[src/rtl/pc_pkg.sv]
// Shared types for the program-counter sequencer: operation select, address type
// and the request priority encoder.
package pc_pkg;

  localparam int PC_ADDR_W_DEFAULT = 12;

  typedef logic [PC_ADDR_W_DEFAULT-1:0] pc_addr_t;

  typedef enum logic [2:0] {
    OP_INC,
    OP_JUMP,
    OP_CALL,
    OP_RET,
    OP_HOLD
  } pc_op_e;

  // ret beats call beats jump; a disabled cycle freezes everything
  function automatic pc_op_e pcDecode(input logic enable, input logic jump,
                                      input logic call, input logic ret);
    pc_op_e op;
    if (!enable)   op = OP_HOLD;
    else if (ret)  op = OP_RET;
    else if (call) op = OP_CALL;
    else if (jump) op = OP_JUMP;
    else           op = OP_INC;
    return op;
  endfunction

endpackage

[src/rtl/pc_ras.sv]
// Return-address stack: strict LIFO indexed by a count register, no wraparound.
// Pushes into a full stack and pops from an empty one are ignored.
module pc_ras
  import pc_pkg::*;
#(
  parameter int ADDR_W    = 12,
  parameter int RAS_DEPTH = 4
) (
  input  logic              clk,
  input  logic              rst_n,
  input  logic              push,
  input  logic              pop,
  input  logic [ADDR_W-1:0] push_data,
  output logic [ADDR_W-1:0] top,
  output logic              empty,
  output logic              full
);

  localparam int CNT_W = $clog2(RAS_DEPTH + 1);

  logic [CNT_W-1:0]  count_q;
  logic [ADDR_W-1:0] entries_q [RAS_DEPTH];

  assign empty = (count_q == '0);
  assign full  = (count_q == CNT_W'(RAS_DEPTH));

  always_ff @(posedge clk) begin
    if (!rst_n) begin
      count_q <= '0;
    end else if (push && !full) begin
      count_q <= count_q + CNT_W'(1);
    end else if (pop && !empty) begin
      count_q <= count_q - CNT_W'(1);
    end
  end

  // Entry contents are don't-care after reset, so storage carries no reset
  always_ff @(posedge clk) begin
    for (int i = 0; i < RAS_DEPTH; i++) begin
      if (push && !full && (count_q == CNT_W'(i))) begin
        entries_q[i] <= push_data;
      end
    end
  end

  always_comb begin
    top = '0;
    for (int i = 0; i < RAS_DEPTH; i++) begin
      if (count_q == CNT_W'(i + 1)) begin
        top = entries_q[i];
      end
    end
  end

endmodule

[src/rtl/pc_seq.sv]
// Program-counter sequencer: increment, jump, call and return for instruction fetch.
// Define PC_SEQ_RAS_EN to build the return-address stack; otherwise call acts as jump.
module pc_seq
  import pc_pkg::*;
#(
  parameter int                ADDR_W     = PC_ADDR_W_DEFAULT,
  parameter int                RAS_DEPTH  = 4,
  parameter logic [ADDR_W-1:0] RESET_ADDR = '0
) (
  input  logic              clk,
  input  logic              rst_n,
  input  logic              enable,
  input  logic              jump,
  input  logic [ADDR_W-1:0] jump_addr,
  input  logic              call,
  input  logic              ret,
  output logic [ADDR_W-1:0] pc_addr,
  output logic              ras_empty,
  output logic              ras_full,
  output logic              ras_err
);

  pc_op_e            op;
  logic [ADDR_W-1:0] pc_q, pc_d, pcInc;

  assign op      = pcDecode(enable, jump, call, ret);
  assign pcInc   = pc_q + ADDR_W'(1);
  assign pc_addr = pc_q;

`ifdef PC_SEQ_RAS_EN
  logic              rasPush, rasPop, rasEmpty, rasFull;
  logic [ADDR_W-1:0] rasTop;
  logic              err_q, err_d;

  pc_ras #(
    .ADDR_W   (ADDR_W),
    .RAS_DEPTH(RAS_DEPTH)
  ) u_ras (
    .clk      (clk),
    .rst_n    (rst_n),
    .push     (rasPush),
    .pop      (rasPop),
    .push_data(pcInc),
    .top      (rasTop),
    .empty    (rasEmpty),
    .full     (rasFull)
  );

  assign ras_empty = rasEmpty;
  assign ras_full  = rasFull;
  assign ras_err   = err_q;
`else
  assign ras_empty = 1'b1;
  assign ras_full  = 1'b0;
  assign ras_err   = 1'b0;
`endif

  always_comb begin
    pc_d = pc_q;
`ifdef PC_SEQ_RAS_EN
    err_d   = 1'b0;
    rasPush = 1'b0;
    rasPop  = 1'b0;
`endif
    unique case (op)
      OP_HOLD: pc_d = pc_q;
      OP_INC:  pc_d = pcInc;
      OP_JUMP: pc_d = jump_addr;
      OP_CALL: begin
        // An overflowing call still branches; only the return address is lost
        pc_d = jump_addr;
`ifdef PC_SEQ_RAS_EN
        if (rasFull) err_d = 1'b1;
        else         rasPush = 1'b1;
`endif
      end
      OP_RET: begin
`ifdef PC_SEQ_RAS_EN
        if (rasEmpty) begin
          pc_d  = pcInc;
          err_d = 1'b1;
        end else begin
          pc_d   = rasTop;
          rasPop = 1'b1;
        end
`else
        pc_d = pcInc;
`endif
      end
      default: pc_d = pc_q;
    endcase
  end

  always_ff @(posedge clk) begin
    if (!rst_n) begin
      pc_q <= RESET_ADDR;
`ifdef PC_SEQ_RAS_EN
      err_q <= 1'b0;
`endif
    end else begin
      pc_q <= pc_d;
`ifdef PC_SEQ_RAS_EN
      err_q <= err_d;
`endif
    end
  end

endmodule

[config.mk]
export PLATFORM = sky130hd
export DESIGN_NAME = pc_seq
export DESIGN_NICKNAME = d
export VERILOG_FILES = /design/src/rtl/pc_pkg.sv /design/src/rtl/pc_ras.sv /design/src/rtl/pc_seq.sv
export SDC_FILE = /design/constraint.sdc
export NUM_CORES = 1
export LEC_CHECK = 0
export ABC_AREA = 1
export CAP_MARGIN = 20
export CORE_MARGIN = 3
export CORE_UTILIZATION = 37
export CTS_BUF_LIST = sky130_fd_sc_hd__clkbuf_4 sky130_fd_sc_hd__clkbuf_8 sky130_fd_sc_hd__clkbuf_16
export DETAILED_ROUTE_END_ITERATION = 7
export HOLD_SLACK_MARGIN = 0.12
export PLACE_DENSITY = 0.73
export SYNTH_ARGS = -nofsm -noshare
export SYNTH_HDL_FRONTEND = slang
export SYNTH_HIERARCHICAL = 1
export SYNTH_SLANG_ARGS = --single-unit
[constraint.sdc]
create_clock -name clk -period 1.2 [get_ports clk]
set_input_delay 0.18 -clock clk [delete_from_list [all_inputs] [get_ports clk]]
set_output_delay 0.18 -clock clk [all_outputs]
set_load 0.02 [all_outputs]
# After elaboration in Yosys (flattened, before gate mapping)

Cells that the tools add are included.

Register bits: 12
Latch bits: 0
RAM bits: 0
ROM bits: 0
Input port bits: 18
Output and inout port bits: 15
Logic and storage cells: 14
Memories: 0

$add $sub $neg: 1
Multipliers: 0
Divide/modulo/power cells: 0
$lt $le $gt $ge: 0
Eq/ne operators: 3
Shift-type cells: 0
Mux-type cells: 5
Bitwise operators: 0
Reductions and logical operators: 4

Operators with widths:

| operator                                       | count |
|---|---|
| case mux 12 bit (2 select lines)               | 1 |
| adder 12 x 1 -> 12 bit (second input constant) | 1 |
| == test 3 x 2 -> 1 bit (second input constant) | 2 |
| 2-to-1 mux 2 bit                               | 2 |
| OR reduction 2 bit                             | 2 |
| == test 3 x 1 -> 1 bit (second input constant) | 1 |
| logical NOT 3 bit                              | 1 |
| 2-to-1 mux 3 bit                               | 1 |
| nonzero test 2 bit                             | 1 |
| 2-to-1 mux 1 bit                               | 1 |

# Depth between registers and ports, before layout

Depth after elaboration: 7
Mapped depth: 8
Mapped depth without buffers: 8

# Worst setup path before layout

No wires, ideal clock.

Kind: register to register
From: reg pc_q[1], in the netlist pc_addr[1]
To: reg pc_q[10], in the netlist pc_addr[10]
Setup time: 0.123 ns
Data arrival time: 1.243 ns
Required time: 1.077 ns
Slack: -0.166 ns
Stages on the path, launching flop included: 9
Path buffers: 0
Clock period less this slack: 1.366 ns
Path through: dfxtp_1 -> ha_1 -> nand2_1 -> nor2_1 -> nand2_1 -> nand2_1 -> nand3_1 -> nand2_1 -> a21oi_1

Longest elaborated chain between the ends: 2

Ends and longest elaborated chain:

| item                             | line          | RTL |
|---|---|---|
| start, declared                  | pc_seq.sv:24  | `logic [ADDR_W-1:0] pc_q, pc_d, pcInc;` |
| start signal, assigned           | pc_seq.sv:101 | `pc_q <= pc_d;` |
| adder 12 x 1 -> 12 bit           | pc_seq.sv:27  | `assign pcInc = pc_q + ADDR_W'(1);` |
| case mux 12 bit (2 select lines) | pc_seq.sv:65  | `unique case (op)` |

No other way between the ends.
A chain may end at the register's enable or synchronous reset.

# Final worst setup path

From: reg pc_q[3], in the netlist pc_addr[3]
To: reg pc_q[7], in the netlist pc_addr[7]

The elaborated chain is that of the path after synthesis.

==> out/results.txt <==
status = complete, but fails checks
failing checks = negative setup slack
clk slew on worst S/H paths = 0.07 ns
most frequent cell after synthesis = nand2_1
die footprint = 0.00275 mm^2
Area Growth Syn to Fin = 67.9%
first-pass GRT wire length = 3960 um
Yosys top cell by area = dfxtp_1
Avg WL per Cell = 12.1 um
most frequent CP cell = nand2_1
R2R setup slack = -0.003 ns
diodes inserted = 0
max reg flops = 12
Rows = 16
post-route cell area = 0.00134 mm^2
Pwr Total = 1.07 mW
Cell Area, Placed = 0.00122 mm^2
Setup Viol. Count Final = 1
Hold Vio Cnt, Final = 0
fin nets = 196
Core Box Area = 0.00200 mm^2
Critical Path Sink = pc_addr[7]$_SDFFE_PN0P_
number of flops mapped to enable cells by yosys = 0
Post-synth top cells = nand2_1, nor2_1, a21oi_1, dfxtp_1, inv_1
leakage = 0.601 nW
GP Congestion = 0.925
grt ovf = 0
library cells used by synthesis = 23
via/cell ratio = 4.95
Max Cap Violations = 0
arrival time of the worst setup path = 1.35 ns
Util after Layout = 0.671
path type of the worst setup path = reg2reg
worst path bufs/invs = 0
largest net degree at the start of global routing = 10
syn_area_per_cell = 6.10 um^2
Critical Path End Type = register
Synth Flop Type = dfxtp_1
Critical-path top delay cell = dfxtp_2
CTS Hold Buffers Added = 0
Detailed Route Iter0 Violations = 31
TritonCTS Buffers = 3
clk_lat worst skew = 0.27 ns
Crit path depth = 5
ratio of cells with drive above 1 in the final layout = 0.250
launch point of the worst reg-to-reg path = pc_addr[3]$_SDFFE_PN0P_
mapped cell area = 800 um^2
worst setup margin = -0.00295 ns
clk root buf = clkbuf_4
DR pass1 iterations = 4
Required @ worst endpoint = 1.35 ns
Die H = 52.5 um
crit-path cells = nand2_1 > nor3_1 > o21ai_0 > nand2_1 > a21oi_1
Sink Count = 12
IO buf count = 29
achievable frequency = 831 MHz
GRT Overall Usage = 0.190
fin crit share = 1.00
Hold/Removal Path Class = in2reg
Routed Antenna Nets = 0
Crit path max-delay family = simple AND/OR/NAND/NOR gates
top-area cell type share of the netlist area = 0.300
WHS = 0.415 ns
crit start category = register
initial antenna violation count = 0
crit path launch = pc_addr[3]$_SDFFE_PN0P_
cells after synthesis = 131
Async SR Flop Fraction = 0
CTS tree = done
Final Max Tran Viols = 0
post-synthesis register bit count = 12
# IOs = 33
unrepaired setup endpoints after global routing = true
deepest clock path buffer count = 2
DRC violation count after routing = 0
Peak VDD IR = 637 uV
vias in the first global route = 887
Die W = 52.5 um
synth top area cells = dfxtp_1, nand2_1, a21oi_1
sequential element share of the synthesized area = 0.300
CTS H-tree lvls = 1
Fill cells = 179
Vias = 1005
crit-path max FO = 6
Detailed Route WL = 2460 um
Tmin final = 1.20 ns
path depth of the worst reg2reg path = 5
Pwr Density = 800 mW/mm^2
Final Skew = 0.00549 ns
synth warn = 6
Worst path max stage delay = 0.38 ns
detailed placement HPWL = 1820 um
post-place setup slack = -0.296 ns
starting density of the core = 0.399
RR Endpoint = pc_addr[7]$_SDFFE_PN0P_
## layout by cell type, fill, tap and decap left out, types with 6 or more instances in the layout
master	n
nand2_1	40
buf_4	16
nor2_1	13
clkdlybuf4s15_1	6
a21oi_1	9
inv_1	9
nand3_1	8
clkdlybuf4s50_1	14
dlygate4sd2_1	7
## worst register-to-register path, cell delays in order (launching register included)
cell and delay, ns:
dfxtp_2 0.38, nand2_1 0.11, nor3_1 0.31, o21ai_0 0.14, nand2_1 0.08, a21oi_1 0.05
## report_power, final
| part | switching (mW) | total [mW] | internal, mW |
|---|---|---|---|
| Combinational | 0.173 | 0.335 | 0.162 |
| Clock | 0.133 | 0.284 | 0.152 |
| Sequential | 0.0300 | 0.454 | 0.424 |
## worst min-delay path by stage
stage / endpoint / slack, ns / startpoint / depth (start not counted)
2_1_floorplan: pc_addr[9]$_SDFFE_PN0P_ / 0.31 / rst_n / 2
3_3_place_gp: pc_addr[4]$_SDFFE_PN0P_ / 0.50 / pc_addr[4]$_SDFFE_PN0P_ / 2
3_5_place_dp: pc_addr[7]$_SDFFE_PN0P_ / 0.51 / pc_addr[7]$_SDFFE_PN0P_ / 2
4_1_cts: pc_addr[4]$_SDFFE_PN0P_ / 0.51 / jump_addr[4] / 3
5_1_grt: pc_addr[0]$_SDFFE_PN0P_ / 0.48 / call / 5
6_report: pc_addr[0]$_SDFFE_PN0P_ / 0.41 / call / 5
## what timing repair did
action,4_1_cts,5_1_grt
gates resized for setup,20,26
pin swaps,2,7
hold endpoints to repair,0,0
endpoints found under the setup margin,18,18
setup buffers,0,1
## stage by stage
stage               setup TNS [ns]  std cells
finish                    -0.00295        203
global route                -0.459        203
CTS                              0        202
detailed placement           -2.72        198
global placement             -2.39        198
floorplan                        0        132
## metal layers
layer  share of wire  global-route usage  up-vias
li1                -                   -      510
met1            0.44               0.244      464
met2            0.52               0.324       31
met3           0.048              0.0484        0
met4               0              0.0255        0
met5               0                   0        -
## logic make-up after synthesis
family,after synthesis,synth area share
fa+ha+maj,1,0.0156
other cells,2,0.00939
compound gates,25,0.186
xor+xnor,1,0.0110
flops,12,0.300
simple gates,74,0.385
buf+inv,16,0.0923
## cell type report
type                       instances  area, um^2  share of cell area
clock buffer                       4        30.0              0.0224
inverter                          11        43.8              0.0326
multi-input combinational        104         568               0.423
sequential                        12         260               0.194
tap                               27        33.8              0.0252
timing repair buffer              45         407               0.303
Power figures use the tool's default switching activity.
